`src/rtl/dcache_ctrl.sv`:
```
// Data-cache controller in front of a 128x64b direct-mapped array: load lookup, load-miss MSHR,
// tagged memory bus and write-through stores. Statistics counters exist only with DCACHE_STATS_EN.
module dcache_ctrl #(
    parameter int MSHR_DEPTH = 4,
    parameter int MEM_TAG_W  = 4
) (
    input  logic                    clock,
    input  logic                    reset,
    // Handshakes: the LSQ holds ld_en/ld_addr until ld_hit, and st_en/st_addr/st_data until
    // st_accept; ld_stall and a low st_accept mean "not taken this cycle, present again".
    input  logic                    ld_en,
    input  logic [31:0]             ld_addr,
    output logic                    ld_hit,
    output logic [63:0]             ld_data,
    output logic                    ld_stall,
    input  logic                    st_en,
    input  logic [31:0]             st_addr,
    input  logic [63:0]             st_data,
    output logic                    st_accept,
    output logic [21:0]             rd1_tag,
    output logic [6:0]              rd1_idx,
    input  logic [63:0]             rd1_data,
    input  logic                    rd1_valid,
    output logic                    wr1_en,
    output logic [21:0]             wr1_tag,
    output logic [6:0]              wr1_idx,
    output logic [63:0]             wr1_data,
    output logic                    wr2_en,
    output logic [21:0]             wr2_tag,
    output logic [6:0]              wr2_idx,
    output logic [63:0]             wr2_data,
    output logic [1:0]              proc2mem_command,
    output logic [31:0]             proc2mem_addr,
    output logic [63:0]             proc2mem_data,
    input  logic [MEM_TAG_W-1:0]    mem2proc_response,
    input  logic [63:0]             mem2proc_data,
    input  logic [MEM_TAG_W-1:0]    mem2proc_tag,
    output logic [31:0]             hit_count,
    output logic [31:0]             miss_count,
    output logic [2*MSHR_DEPTH-1:0] dbg_mshr_state
);

    typedef enum logic [1:0] {
        MSHR_INVALID = 2'd0,
        MSHR_ISSUE   = 2'd1,
        MSHR_WAIT    = 2'd2
    } mshr_state_e;

    localparam logic [1:0] CMD_NONE  = 2'd0;
    localparam logic [1:0] CMD_LOAD  = 2'd1;
    localparam logic [1:0] CMD_STORE = 2'd2;

    mshr_state_e          r_state    [MSHR_DEPTH];
    logic [28:0]          r_line     [MSHR_DEPTH];
    logic [MEM_TAG_W-1:0] r_mtag     [MSHR_DEPTH];
    mshr_state_e          w_state_nxt[MSHR_DEPTH];
    logic [28:0]          w_line_nxt [MSHR_DEPTH];
    logic [MEM_TAG_W-1:0] w_mtag_nxt [MSHR_DEPTH];

    logic [28:0]           w_ld_line;
    logic [28:0]           w_st_line;
    logic [MSHR_DEPTH-1:0] w_fill_oh;
    logic [MSHR_DEPTH-1:0] w_free_oh;
    logic [MSHR_DEPTH-1:0] w_issue_oh;
    logic                  w_fill_any;
    logic                  w_free_any;
    logic                  w_issue_any;
    logic [28:0]           w_fill_line;
    logic [28:0]           w_issue_line;
    logic                  w_ld_merge;
    logic                  w_st_conflict;
    logic                  w_fwd;
    logic                  w_ld_act;
    logic                  w_alloc;
    logic                  w_load_go;
    logic                  w_load_acc;
    logic                  w_st_go;
    logic                  w_fill_idx_clash;
    logic                  w_resp_ok;
    logic                  w_unused;

    assign w_ld_line = ld_addr[31:3];
    assign w_st_line = st_addr[31:3];
    assign w_unused  = ^{ld_addr[2:0], st_addr[2:0]};

    // One pass over the MSHR: fill match, line matches, lowest free and lowest ISSUE entry.
    always_comb begin
        w_fill_oh     = '0;
        w_free_oh     = '0;
        w_issue_oh    = '0;
        w_fill_any    = 1'b0;
        w_free_any    = 1'b0;
        w_issue_any   = 1'b0;
        w_fill_line   = '0;
        w_issue_line  = '0;
        w_ld_merge    = 1'b0;
        w_st_conflict = 1'b0;
        for (int i = 0; i < MSHR_DEPTH; i++) begin
            if (r_state[i] == MSHR_WAIT && mem2proc_tag != '0 && r_mtag[i] == mem2proc_tag) begin
                w_fill_oh[i] = 1'b1;
                w_fill_any   = 1'b1;
                w_fill_line  = r_line[i];
            end
            if (r_state[i] != MSHR_INVALID) begin
                if (r_line[i] == w_ld_line) w_ld_merge = 1'b1;
                if (r_line[i] == w_st_line) w_st_conflict = 1'b1;
            end
            if (r_state[i] == MSHR_INVALID && !w_free_any) begin
                w_free_oh[i] = 1'b1;
                w_free_any   = 1'b1;
            end
            if (r_state[i] == MSHR_ISSUE && !w_issue_any) begin
                w_issue_oh[i] = 1'b1;
                w_issue_any   = 1'b1;
                w_issue_line  = r_line[i];
            end
        end
    end

    // The array port serves the load when present, otherwise the store's hit check.
    assign rd1_tag = ld_en ? ld_addr[31:10] : st_addr[31:10];
    assign rd1_idx = ld_en ? ld_addr[9:3]   : st_addr[9:3];

    assign w_fwd     = w_fill_any && (w_fill_line == w_ld_line);
    assign w_ld_act  = ld_en && !reset;
    assign ld_hit    = w_ld_act && (rd1_valid || w_fwd);
    assign ld_data   = !ld_hit ? 64'd0 : (rd1_valid ? rd1_data : mem2proc_data);
    assign ld_stall  = w_ld_act && !ld_hit;
    assign w_alloc   = ld_stall && !w_ld_merge && w_free_any;
    assign w_resp_ok = (mem2proc_response != '0);

    assign w_fill_idx_clash = w_fill_any && (w_fill_line[6:0] == st_addr[9:3]);
    assign w_load_go  = !reset && w_issue_any;
    assign w_load_acc = w_load_go && w_resp_ok;
    assign w_st_go    = !reset && !w_issue_any && st_en && !ld_en
                        && !w_st_conflict && !w_fill_idx_clash;

    assign proc2mem_command = w_load_go ? CMD_LOAD : (w_st_go ? CMD_STORE : CMD_NONE);
    assign proc2mem_addr    = w_load_go ? {w_issue_line, 3'b000}
                            : (w_st_go ? {w_st_line, 3'b000} : 32'd0);
    assign proc2mem_data    = w_st_go ? st_data : 64'd0;
    assign st_accept        = w_st_go && w_resp_ok;

    assign wr1_en   = !reset && w_fill_any;
    assign wr1_tag  = wr1_en ? w_fill_line[28:7] : 22'd0;
    assign wr1_idx  = wr1_en ? w_fill_line[6:0]  : 7'd0;
    assign wr1_data = wr1_en ? mem2proc_data     : 64'd0;

    // Write-through, no-allocate: only a store that hits in the array updates it.
    assign wr2_en   = st_accept && rd1_valid;
    assign wr2_tag  = wr2_en ? st_addr[31:10] : 22'd0;
    assign wr2_idx  = wr2_en ? st_addr[9:3]   : 7'd0;
    assign wr2_data = wr2_en ? st_data        : 64'd0;

    // Per-entry transitions are mutually exclusive: fill needs WAIT, issue needs ISSUE, alloc needs INVALID.
    always_comb begin
        for (int i = 0; i < MSHR_DEPTH; i++) begin
            w_state_nxt[i] = r_state[i];
            w_line_nxt[i]  = r_line[i];
            w_mtag_nxt[i]  = r_mtag[i];
            if (w_fill_oh[i]) begin
                w_state_nxt[i] = MSHR_INVALID;
            end else if (w_issue_oh[i] && w_load_acc) begin
                w_state_nxt[i] = MSHR_WAIT;
                w_mtag_nxt[i]  = mem2proc_response;
            end else if (w_free_oh[i] && w_alloc) begin
                w_state_nxt[i] = MSHR_ISSUE;
                w_line_nxt[i]  = w_ld_line;
                w_mtag_nxt[i]  = '0;
            end
        end
    end

    always_ff @(posedge clock) begin
        if (reset) begin
            for (int i = 0; i < MSHR_DEPTH; i++) begin
                r_state[i] <= MSHR_INVALID;
                r_line[i]  <= '0;
                r_mtag[i]  <= '0;
            end
        end else begin
            for (int i = 0; i < MSHR_DEPTH; i++) begin
                r_state[i] <= w_state_nxt[i];
                r_line[i]  <= w_line_nxt[i];
                r_mtag[i]  <= w_mtag_nxt[i];
            end
        end
    end

    always_comb begin
        dbg_mshr_state = '0;
        for (int i = 0; i < MSHR_DEPTH; i++) begin
            dbg_mshr_state[2*i +: 2] = r_state[i];
        end
    end

`ifdef DCACHE_STATS_EN
    logic [31:0] r_hit_cnt;
    logic [31:0] r_miss_cnt;

    always_ff @(posedge clock) begin
        if (reset) begin
            r_hit_cnt  <= 32'd0;
            r_miss_cnt <= 32'd0;
        end else begin
            if (ld_hit && r_hit_cnt != 32'hFFFF_FFFF) r_hit_cnt <= r_hit_cnt + 32'd1;
            if (w_alloc && r_miss_cnt != 32'hFFFF_FFFF) r_miss_cnt <= r_miss_cnt + 32'd1;
        end
    end

    assign hit_count  = r_hit_cnt;
    assign miss_count = r_miss_cnt;
`else
    assign hit_count  = 32'd0;
    assign miss_count = 32'd0;
`endif

endmodule

```
`config.mk`:
```
export PLATFORM = sky130hd
export DESIGN_NAME = dcache_ctrl
export DESIGN_NICKNAME = d
export VERILOG_FILES = /design/src/rtl/dcache_ctrl.sv
export SDC_FILE = /design/constraint.sdc
export NUM_CORES = 1
export LEC_CHECK = 0
export CAP_MARGIN = 40
export CORE_AREA = 2 2 282 284
export CTS_BUF_LIST = sky130_fd_sc_hd__clkbuf_4
export CTS_CLUSTER_SIZE = 40
export DETAILED_ROUTE_END_ITERATION = 10
export DIE_AREA = 0 0 284 286
export HOLD_SLACK_MARGIN = 0.02
export PLACE_DENSITY_LB_ADDON = 0.05
export SETUP_SLACK_MARGIN = 0.05
export SLEW_MARGIN = 20
export SYNTH_ARGS = -nofsm -noshare
export SYNTH_HDL_FRONTEND = slang
export SYNTH_SLANG_ARGS = --single-unit
```
`constraint.sdc`:
```
create_clock -name clock -period 5.5 [get_ports clock]
set_input_delay 1.375 -clock clock [delete_from_list [all_inputs] [get_ports clock]]
set_output_delay 1.375 -clock clock [all_outputs]
set_load 0.01 [all_outputs]
```
==> flow_metrics.env <==
export IMPL_grt_pass1_vias=19300
export IMPL_clockPowerShare_pct=25.3
export IMPL_crit_slowest_cell="clkdlybuf4s50_1"
export IMPL_cts_max_level=4
export IMPL_dpl_worst_slack_ns=-1.79
export IMPL_ios=723
export IMPL_drc=0
export IMPL_wl_per_cell_um=32.2
export IMPL_cpPeakStageDelay_ns=0.52
export IMPL_final_area_mm2=0.0285
export IMPL_dp_hpwl_um=105000
export IMPL_path_delay_family="buffers and inverters"
export IMPL_p_sw_mw=1.22
export IMPL_period_share_pct=118
export IMPL_ys_seq_area_share_pct=18.9
export IMPL_path_class="in -> out"
export IMPL_drive_above_1_share_pct=35.1
export IMPL_final_cell_mix="buf_4, clkdlybuf4s50_1, nor2_1, buf_6, and2_1"
export IMPL_grt_overflow=0
export IMPL_final_cells=4061
export IMPL_cts_tree="yes"
export IMPL_path_clk_slew_ns=0.15
export IMPL_grt_max_degree=72
export IMPL_slew_viol_final=0
export IMPL_die_area_mm2=0.0812
export IMPL_path_max_fanout=4
export IMPL_avgSynthCellArea_um2=7.51
export IMPL_violations="setup timing"
export IMPL_crit_path_start_kind="input pin"
export IMPL_endpoint_kind="primary output"
export IMPL_routed_via_density=4.88
export IMPL_cts_made_buffers=17
export IMPL_power_leakage_nw=12.8
export IMPL_layout_setup_ws_ns=-0.983
export IMPL_vias=19800
export IMPL_initial_core_util_pct=18.9
export IMPL_synth_edf_count=0
export IMPL_io_buffers=649
export IMPL_gp_congestion=1.02
export IMPL_required_ns=4.12
export IMPL_setup_viol=343
export IMPL_crit_buf_inv=12
export IMPL_clock_sinks=140
export IMPL_antenna_found_initial=16
export IMPL_worstPathArrival_ns=5.11
export IMPL_vdd_drop_max_v=0.000150
export IMPL_routed_wl_um=131000
export IMPL_drt_initial_drc_count=1904
export IMPL_final_hold_viol_count=0
export IMPL_fin_tns_setup_ns=-198.97
export IMPL_dp_cells=3877
export IMPL_synth_seq_cells=140
export IMPL_crit_chain="clkdlybuf4s50_1, buf_12, xnor2_1, nand4_1, nor4_1, buf_4, a41oi_1, nand4_1, buf_12, a2111oi_4, buf_4, buf_6, buf_8, buf_12, buf_8, buf_6, buf_8, and2_4, buf_6"
export IMPL_layout_commonest_cell="buf_4"
export IMPL_dpl_instance_area_mm2=0.0253
export IMPL_synthCells=1976
export IMPL_rsz0062_at_grt="yes"
export IMPL_grt_pass1_wl_um=172000
export IMPL_internal_power_mw=1.87
export IMPL_final_util_pct=36.4
export IMPL_swShare_pct=39.5
export IMPL_powerDensity_mw_per_mm2=109
export IMPL_fmax_ghz=0.154
export IMPL_synth_cell_types=77
export IMPL_yosysWarningCount=0
export IMPL_grt_util_all_layers_pct=30.6
export IMPL_fin_skew_ns=0.0540
export IMPL_min_period_ns=6.48
export IMPL_slew_headroom_pct=41.9
export IMPL_status="finished, violations left"
export IMPL_worst_pin_slew_ns=0.864
export IMPL_max_cap_viol_count=0
export IMPL_hold_path_class="reg -> reg"
export IMPL_core_area_mm2=0.0784
export IMPL_firstDrtPassIters=6
export IMPL_area_delta_synth_final_pct=92.1
export IMPL_synth_ff_type="dfxtp_1"
export IMPL_die_y_um=286
export IMPL_p_comb_share_pct=41.0
export IMPL_rows=103
export IMPL_cts_max_path_buffers=2
export IMPL_fin_nets=3258
export IMPL_seqPwrFrac_pct=33.8
export IMPL_cts_root_buf="clkbuf_4"
export IMPL_async_reset_ff_share_pct=0
export IMPL_ant_nets=0
export IMPL_die_width_um=284
export IMPL_syn_area_mm2=0.0148
export IMPL_clock_latency_ns=0.81
per-layer routing:
layer	part of all wire, %	vias up	track usage (%)
met4	3.2	4	8.00
met1	43	9828	39.9
met3	6.2	148	4.41
li1	-	8815	-
met5	0.018	-	0
met2	48	1040	52.7
worst paths after layout:
check | startpoint | end | slack [ns] | cells after the start
worst min register to register | r_mtag[2][1] | r_mtag[2][1] | 0.50 | 2
worst max-delay path | st_addr[3] | wr2_data[9] | -0.98 | 19
worst max register to register | r_state[2][0] | r_line[1][15] | 1.58 | 15
worst min-delay path | r_mtag[2][1] | r_mtag[2][1] | 0.50 | 2
state kept, by name, indices dropped and copies added (netlist names):
name     count
r_line     116
r_mtag      16
r_state      8
synthesized netlist by cell type, types with 33 or more instances:
library cell | instances | share of area, %
xor2_1 | 95 | 5.6
nand2_1 | 127 | 3.2
clkbuf_1 | 138 | 3.5
nor2_1 | 246 | 6.2
and2_1 | 240 | 10
buf_4 | 72 | 3.6
xnor2_1 | 129 | 7.6
nor4_1 | 33 | 1.4
a21oi_1 | 62 | 2.1
mux2i_1 | 145 | 9.8
nand4_1 | 48 | 2.0
o2111a_1 | 33 | 2.5
dfxtp_1 | 140 | 19
repair_timing:
item	4_1_cts	5_1_grt
pin swaps	80	56
hold endpoints to repair	0	0
buffers inserted	89	37
hold buffers	0	0
resized for setup	928	281
setup endpoints to repair	349	349
gates cloned	22	3
worst register-to-register path, delay by kind of cell, from the launching register on:
kind	cells	cell delay, ns
flip-flops	1	0.36
AND/OR/NAND/NOR	4	1.17
buffers and inverters	5	0.74
AO/OA/AOI/OAI	5	1.37
multiplexers	1	0.17
cells by family (layout without fill, tap and decap cells):
group | Yosys count | after routing | share of synthesized area (%)
and+or+nand+nor | 826 | 826 | 28.9
buffers and inverters | 296 | 1256 | 10.2
muxes | 174 | 174 | 12.0
DFF | 140 | 140 | 18.9
xor gates and xnor gates | 227 | 227 | 13.5
other | 1 | 76 | 0.0253
AOI/OAI and AO/OA | 312 | 312 | 16.5
final cells by class:
cell class | instances | area [µm²]
inverters | 30 | 115
diodes | 9 | 22.5
clock inverters | 15 | 151
multi-input cells | 1606 | 12000
flip-flops and latches | 140 | 2800
well taps | 1050 | 1310
fillers | 8296 | 49800
repair buffers | 1194 | 12000
clock buffers | 17 | 128
stage by stage:
step,power [mW],hold WS (ns)
floorplan,1.51,0.444
global placement,2.20,0.458
detailed placement,2.19,0.472
CTS,3.08,0.492
global route,3.18,0.514
finish,3.10,0.497
power by group through the flow:
stage                     Sequential [mW]  Clock [mW]  Combinational (mW)
final                                1.05       0.782                1.27
after global routing                 1.05       0.824                1.31
after CTS                            1.05       0.799                1.24
after detailed placement             1.07           0                1.13
after global placement               1.07           0                1.13
after floorplan                      1.06           0               0.453
No activity file was read; power rests on OpenSTA's default activity.
==> variant 1: new RTL, config.mk and constraints unchanged <==
Build with the macro `DCACHE_STATS_EN` defined.
--- a/src/rtl/dcache_ctrl.sv
+++ b/src/rtl/dcache_ctrl.sv
@@ -1,5 +1,7 @@
 // Data-cache controller in front of a 128x64b direct-mapped array: load lookup, load-miss MSHR,
 // tagged memory bus and write-through stores. Statistics counters exist only with DCACHE_STATS_EN.
+`define DCACHE_STATS_EN
+
 module dcache_ctrl #(
     parameter int MSHR_DEPTH = 4,
     parameter int MEM_TAG_W  = 4
Formal check against the unedited RTL: not equivalent (Yosys sat finds a counterexample within 4 cycles, from zero or initial values and one cycle with reset high).
==> variant 1 against the original RTL <==
Final cell count rose by 13%; utilization rose by 6.5 points; wire length rose by 14%; the run still ends with negative setup slack left; largest cell class is now multi-input gates; critical path type unchanged; global-route usage is 3.8 points higher; count of clock-buffer cells in the layout rose by 74; via count is 23% higher; worst setup slack gained 0.11 ns; total power grew 48%; synthesized area is 21% higher; largest power group is now clock; sequential cell count up 64; highest routed layer unchanged; design area rose by 18%.
==> variant 1: results (changes against the original RTL) <==
| Metric | Value |
|---|---|
| Outcome | `finished with violations (unchanged)` |
| Violated checks | `negative setup slack (unchanged)` |
| GR met3 Demand/Resource | `5.38% (was 4.41%)` |
| DP Area | `30000 µm² (was 25300 µm²)` |
| Vias in the first global route | `23300 (was 19300)` |
| Hold Slack | `0.487 ns (was 0.497 ns)` |
| Crit path from | `mem2proc_tag[3] (was st_addr[3])` |
| Global Route Usage Sum | `34.4% (was 30.6%)` |
| Synth Area in Adders | `0.139% (was 0%)` |
| Total CTS buffers | `66 (was 17)` |
| Worst-path clk slew | `0.06 ns (was 0.15 ns)` |
| First-pass GRT wire length | `197000 µm (was 172000 µm)` |
| Worst R2R Path Depth | `20 (was 15)` |
| Final setup vio count | `257 (was 343)` |
| Syn Area/Cell | `7.60 µm² (was 7.51 µm²)` |
| Met3 wire len | `9900 µm (was 8060 µm)` |
| Largest net degree at the start of global routing | `178 (was 72)` |
| CTS Buffer Depth | `3 (was 2)` |
| FF-to-FF setup slack | `0.65 ns (was 1.58 ns)` |
| Netlist cell types | `72 (was 77)` |
| Worst Slack Setup Final | `-0.872 ns (was -0.983 ns)` |
| DP HPWL | `117000 µm (was 105000 µm)` |
| Layout cells sized above 1 | `36.2% (was 35.1%)` |
| Initial DRC Count | `2196 (was 1904)` |
| Placed cell count | `4327 (was 3877)` |
| Fillers | `8023 (was 8296)` |
| Sequential area share after synthesis | `22.8% (was 18.9%)` |
| CP Capture Point | `ld_data[7] (was wr2_data[9])` |
| Pre-CTS setup slack | `-1.83 ns (was -1.79 ns)` |
| Final wirelength | `149000 µm (was 131000 µm)` |
| Largest fanout on the critical path | `7 (was 4)` |
| CP max stage delay | `0.44 ns (was 0.52 ns)` |
| Met1 Use GR | `42.2% (was 39.9%)` |
| WL/cell | `32.7 µm (was 32.2 µm)` |
| Setup TNS | `-150.09 ns (was -198.97 ns)` |
| Lkg Pwr | `14.5 nW (was 12.8 nW)` |
| I/O Buffers | `713 (was 649)` |
| Hold endpoint | `r_mtag[3][0] (was r_mtag[2][1])` |
| Critical path data arrival time | `5.00 ns (was 5.11 ns)` |
| Synth Area in XOR/XNOR | `12.7% (was 13.5%)` |
| Slowest CP cell | `or3_4 (was clkdlybuf4s50_1)` |
| Main area contributors after synthesis | `dfxtp_1, mux2i_1, xnor2_1 (was dfxtp_1, and2_1, mux2i_1)` |
| H-tree depth | `3 (was 4)` |
| Compound-Gate Fraction of Synth Area | `17.3% (was 16.5%)` |
[variant 1: changes by cell type after synthesis, sizes merged, moves of 17 or more]
cell,before,now
buf,127,50
clkbuf,139,204
a21oi,62,86
o211ai,10,27
xnor2,132,183
nand3,12,34
dfxtp,140,204
nand4,48,90
xor2,95,75
nor2,264,323
or4,5,24
[variant 1: final cells by class]
type / instances / share of cell area, %
flip-flops and latches: 204 / 12.1
clock inverters: 22 / 0.469
multi-input cells: 1865 / 41.8
inverters: 39 / 0.469
repair buffers: 1297 / 39.2
clock buffers: 91 / 2.03
well taps: 1050 / 3.91
diodes: 3 / 0.0223
[variant 1: repair_timing]
item,4_1_cts,5_1_grt
hold buffers,0,0
endpoints found under the setup margin,350,349
resized for setup,877,625
gates cloned,14,22
setup buffers,53,58
pin swaps,52,66
[variant 1: power by group]
part | switching [mW] | internal, mW | total [mW]
registers | 0.0243 | 1.49 | 1.51
clock network | 0.829 | 0.863 | 1.69
logic | 0.709 | 0.657 | 1.37
total | 1.56 | 3.01 | 4.57
==> variant 2: new RTL, same settings <==
Made on the original files. Register the output `dbg_mshr_state`, without a reset; this adds one clock of latency there. The other outputs are not delayed to match.
--- a/src/rtl/dcache_ctrl.sv
+++ b/src/rtl/dcache_ctrl.sv
@@ -50,6 +50,8 @@
     localparam logic [1:0] CMD_LOAD  = 2'd1;
     localparam logic [1:0] CMD_STORE = 2'd2;
 
+    logic [2*MSHR_DEPTH-1:0] dbg_mshr_state_d;
+
     mshr_state_e          r_state    [MSHR_DEPTH];
     logic [28:0]          r_line     [MSHR_DEPTH];
     logic [MEM_TAG_W-1:0] r_mtag     [MSHR_DEPTH];
@@ -188,9 +190,9 @@
     end
 
     always_comb begin
-        dbg_mshr_state = '0;
+        dbg_mshr_state_d = '0;
         for (int i = 0; i < MSHR_DEPTH; i++) begin
-            dbg_mshr_state[2*i +: 2] = r_state[i];
+            dbg_mshr_state_d[2*i +: 2] = r_state[i];
         end
     end
 
@@ -215,5 +217,9 @@
     assign miss_count = 32'd0;
 `endif
 
+    always_ff @(posedge clock) begin
+        dbg_mshr_state <= dbg_mshr_state_d;
+    end
+
 endmodule
 
Formal check against the unedited RTL: not equivalent (a bounded check fails within 4 cycles, from zero or initial values).
==> variant 2 against the original RTL <==
Design area decreased by 3.3%; critical path type unchanged; total power increased by 1.1%; register-to-register slack got worse by 0.13 ns; sequential cell count increased by 8; non-clock buffer count decreased by 34; wire length increased by 0.19%; critical path depth decreased by 3; combinational power decreased by 5%; worst setup slack got worse by 0.066 ns; sequential power increased by 6%; worst hold slack got worse by 0.077 ns; largest power group unchanged; count of clock-buffer cells in the layout unchanged; synthesized area decreased by 0.98%; the flow still finishes with violations (negative setup slack).
==> variant 2: results (changes against the original RTL) <==
| Metric | Value |
|---|---|
| Routability cong. | `1.03 (was 1.02)` |
| Top flop regs | `r_line (116), r_mtag (16) (was r_line (116), r_mtag (16), r_state (8))` |
| Worst reg2reg path endpoint | `r_line[0][13] (was r_line[1][15])` |
| Sequential share of power | `35.5% (was 33.8%)` |
| Syn Area/Cell | `7.41 µm² (was 7.51 µm²)` |
| Met1 Wirelength | `56800 µm (was 55500 µm)` |
| DP Area | `25500 µm² (was 25300 µm²)` |
| Vias | `19900 (was 19800)` |
| Worst R2R Path Depth | `18 (was 15)` |
| Setup TNS | `-230.04 ns (was -198.97 ns)` |
| # nets final | `3232 (was 3258)` |
| Initial antenna violation count | `23 (was 16)` |
| Critical path data arrival time | `5.17 ns (was 5.11 ns)` |
| Initial DRC Count | `2091 (was 1904)` |
| Vias in the first global route | `19200 (was 19300)` |
| Post-Route Skew | `0.0386 ns (was 0.0540 ns)` |
| Sequential area share after synthesis | `20.2% (was 18.9%)` |
| Least-Margin Pin Slew | `0.907 ns (was 0.864 ns)` |
| DP HPWL | `106000 µm (was 105000 µm)` |
| Worst-Skew Late Latency | `0.83 ns (was 0.81 ns)` |
| Met2 Use GR | `49.2% (was 52.7%)` |
| Vias per cell | `4.91 (was 4.88)` |
| Placed cell count | `3896 (was 3877)` |
| Clock network fraction of design power | `25.9% (was 25.3%)` |
| Hold endpoint | `dbg_mshr_state[0] (was r_mtag[2][1])` |
| Met1 Use GR | `41.4% (was 39.9%)` |
| Outcome | `finished with violations (unchanged)` |
| GR met3 Demand/Resource | `5.77% (was 4.41%)` |
| Violated checks | `negative setup slack (unchanged)` |
| Fillers | `8467 (was 8296)` |
| Worst Slack Setup Final | `-1.05 ns (was -0.983 ns)` |
| Final setup vio count | `349 (was 343)` |
| Pre-CTS setup slack | `-1.99 ns (was -1.79 ns)` |
| Hold Path Depth | `0 (was 2)` |
| Wire length on met2 | `59100 µm (was 62800 µm)` |
## variant 2: cell types whose count changed after synthesis, moves of 7 or more
cell	unedited run	this run
nor2_2	17	0
clkbuf_1	138	159
nand3_1	11	35
a21oi_1	62	74
nor2_1	246	255
o2111a_1	33	1
and2_1	240	230
a211oi_1	6	23
dfxtp_1	140	148
nand2_1	127	120
buf_6	13	6
## variant 2: worst max-delay path: stages
cell,delay [ns]
clkdlybuf4s50_1,0.49
nor2b_1,0.11
a2111o_1,0.39
a2111oi_0,0.33
and3_2,0.30
o221ai_2,0.14
or4b_4,0.52
nor4b_4,0.40
nand3_4,0.14
a21o_4,0.28
buf_6,0.15
buf_8,0.12
buf_6,0.11
buf_6,0.11
nor2_4,0.09
buf_6,0.10
## variant 2: worst max-delay path by stage
stage / from / to / slack (ns) / cells after the start
2_1_floorplan: mem2proc_tag[3] / ld_data[14] / -0.33 / 15
3_3_place_gp: mem2proc_tag[0] / ld_data[7] / -2.02 / 15
3_5_place_dp: mem2proc_tag[0] / ld_data[7] / -1.99 / 15
4_1_cts: mem2proc_tag[3] / ld_data[19] / -1.23 / 18
5_1_grt: mem2proc_tag[0] / ld_data[58] / -1.14 / 21
6_report: ld_addr[20] / ld_data[58] / -1.05 / 16
## variant 2: final cells by class
cell class | instances | share of cell area (%)
clock buffers | 17 | 0.463
inverters | 31 | 0.422
clock inverters | 15 | 0.567
repair buffers | 1160 | 40.8
multi-input cells | 1605 | 42.1
flip-flops and latches | 148 | 10.7
diodes | 15 | 0.136
well taps | 1050 | 4.77
## variant 2: logic make-up after synthesis
logic type | synth area share, %
compound gates | 15.7
other cells | 0.0255
mux | 11.6
flops | 20.2
xor+xnor | 13.9
buf+inv | 9.79
simple gates | 28.7
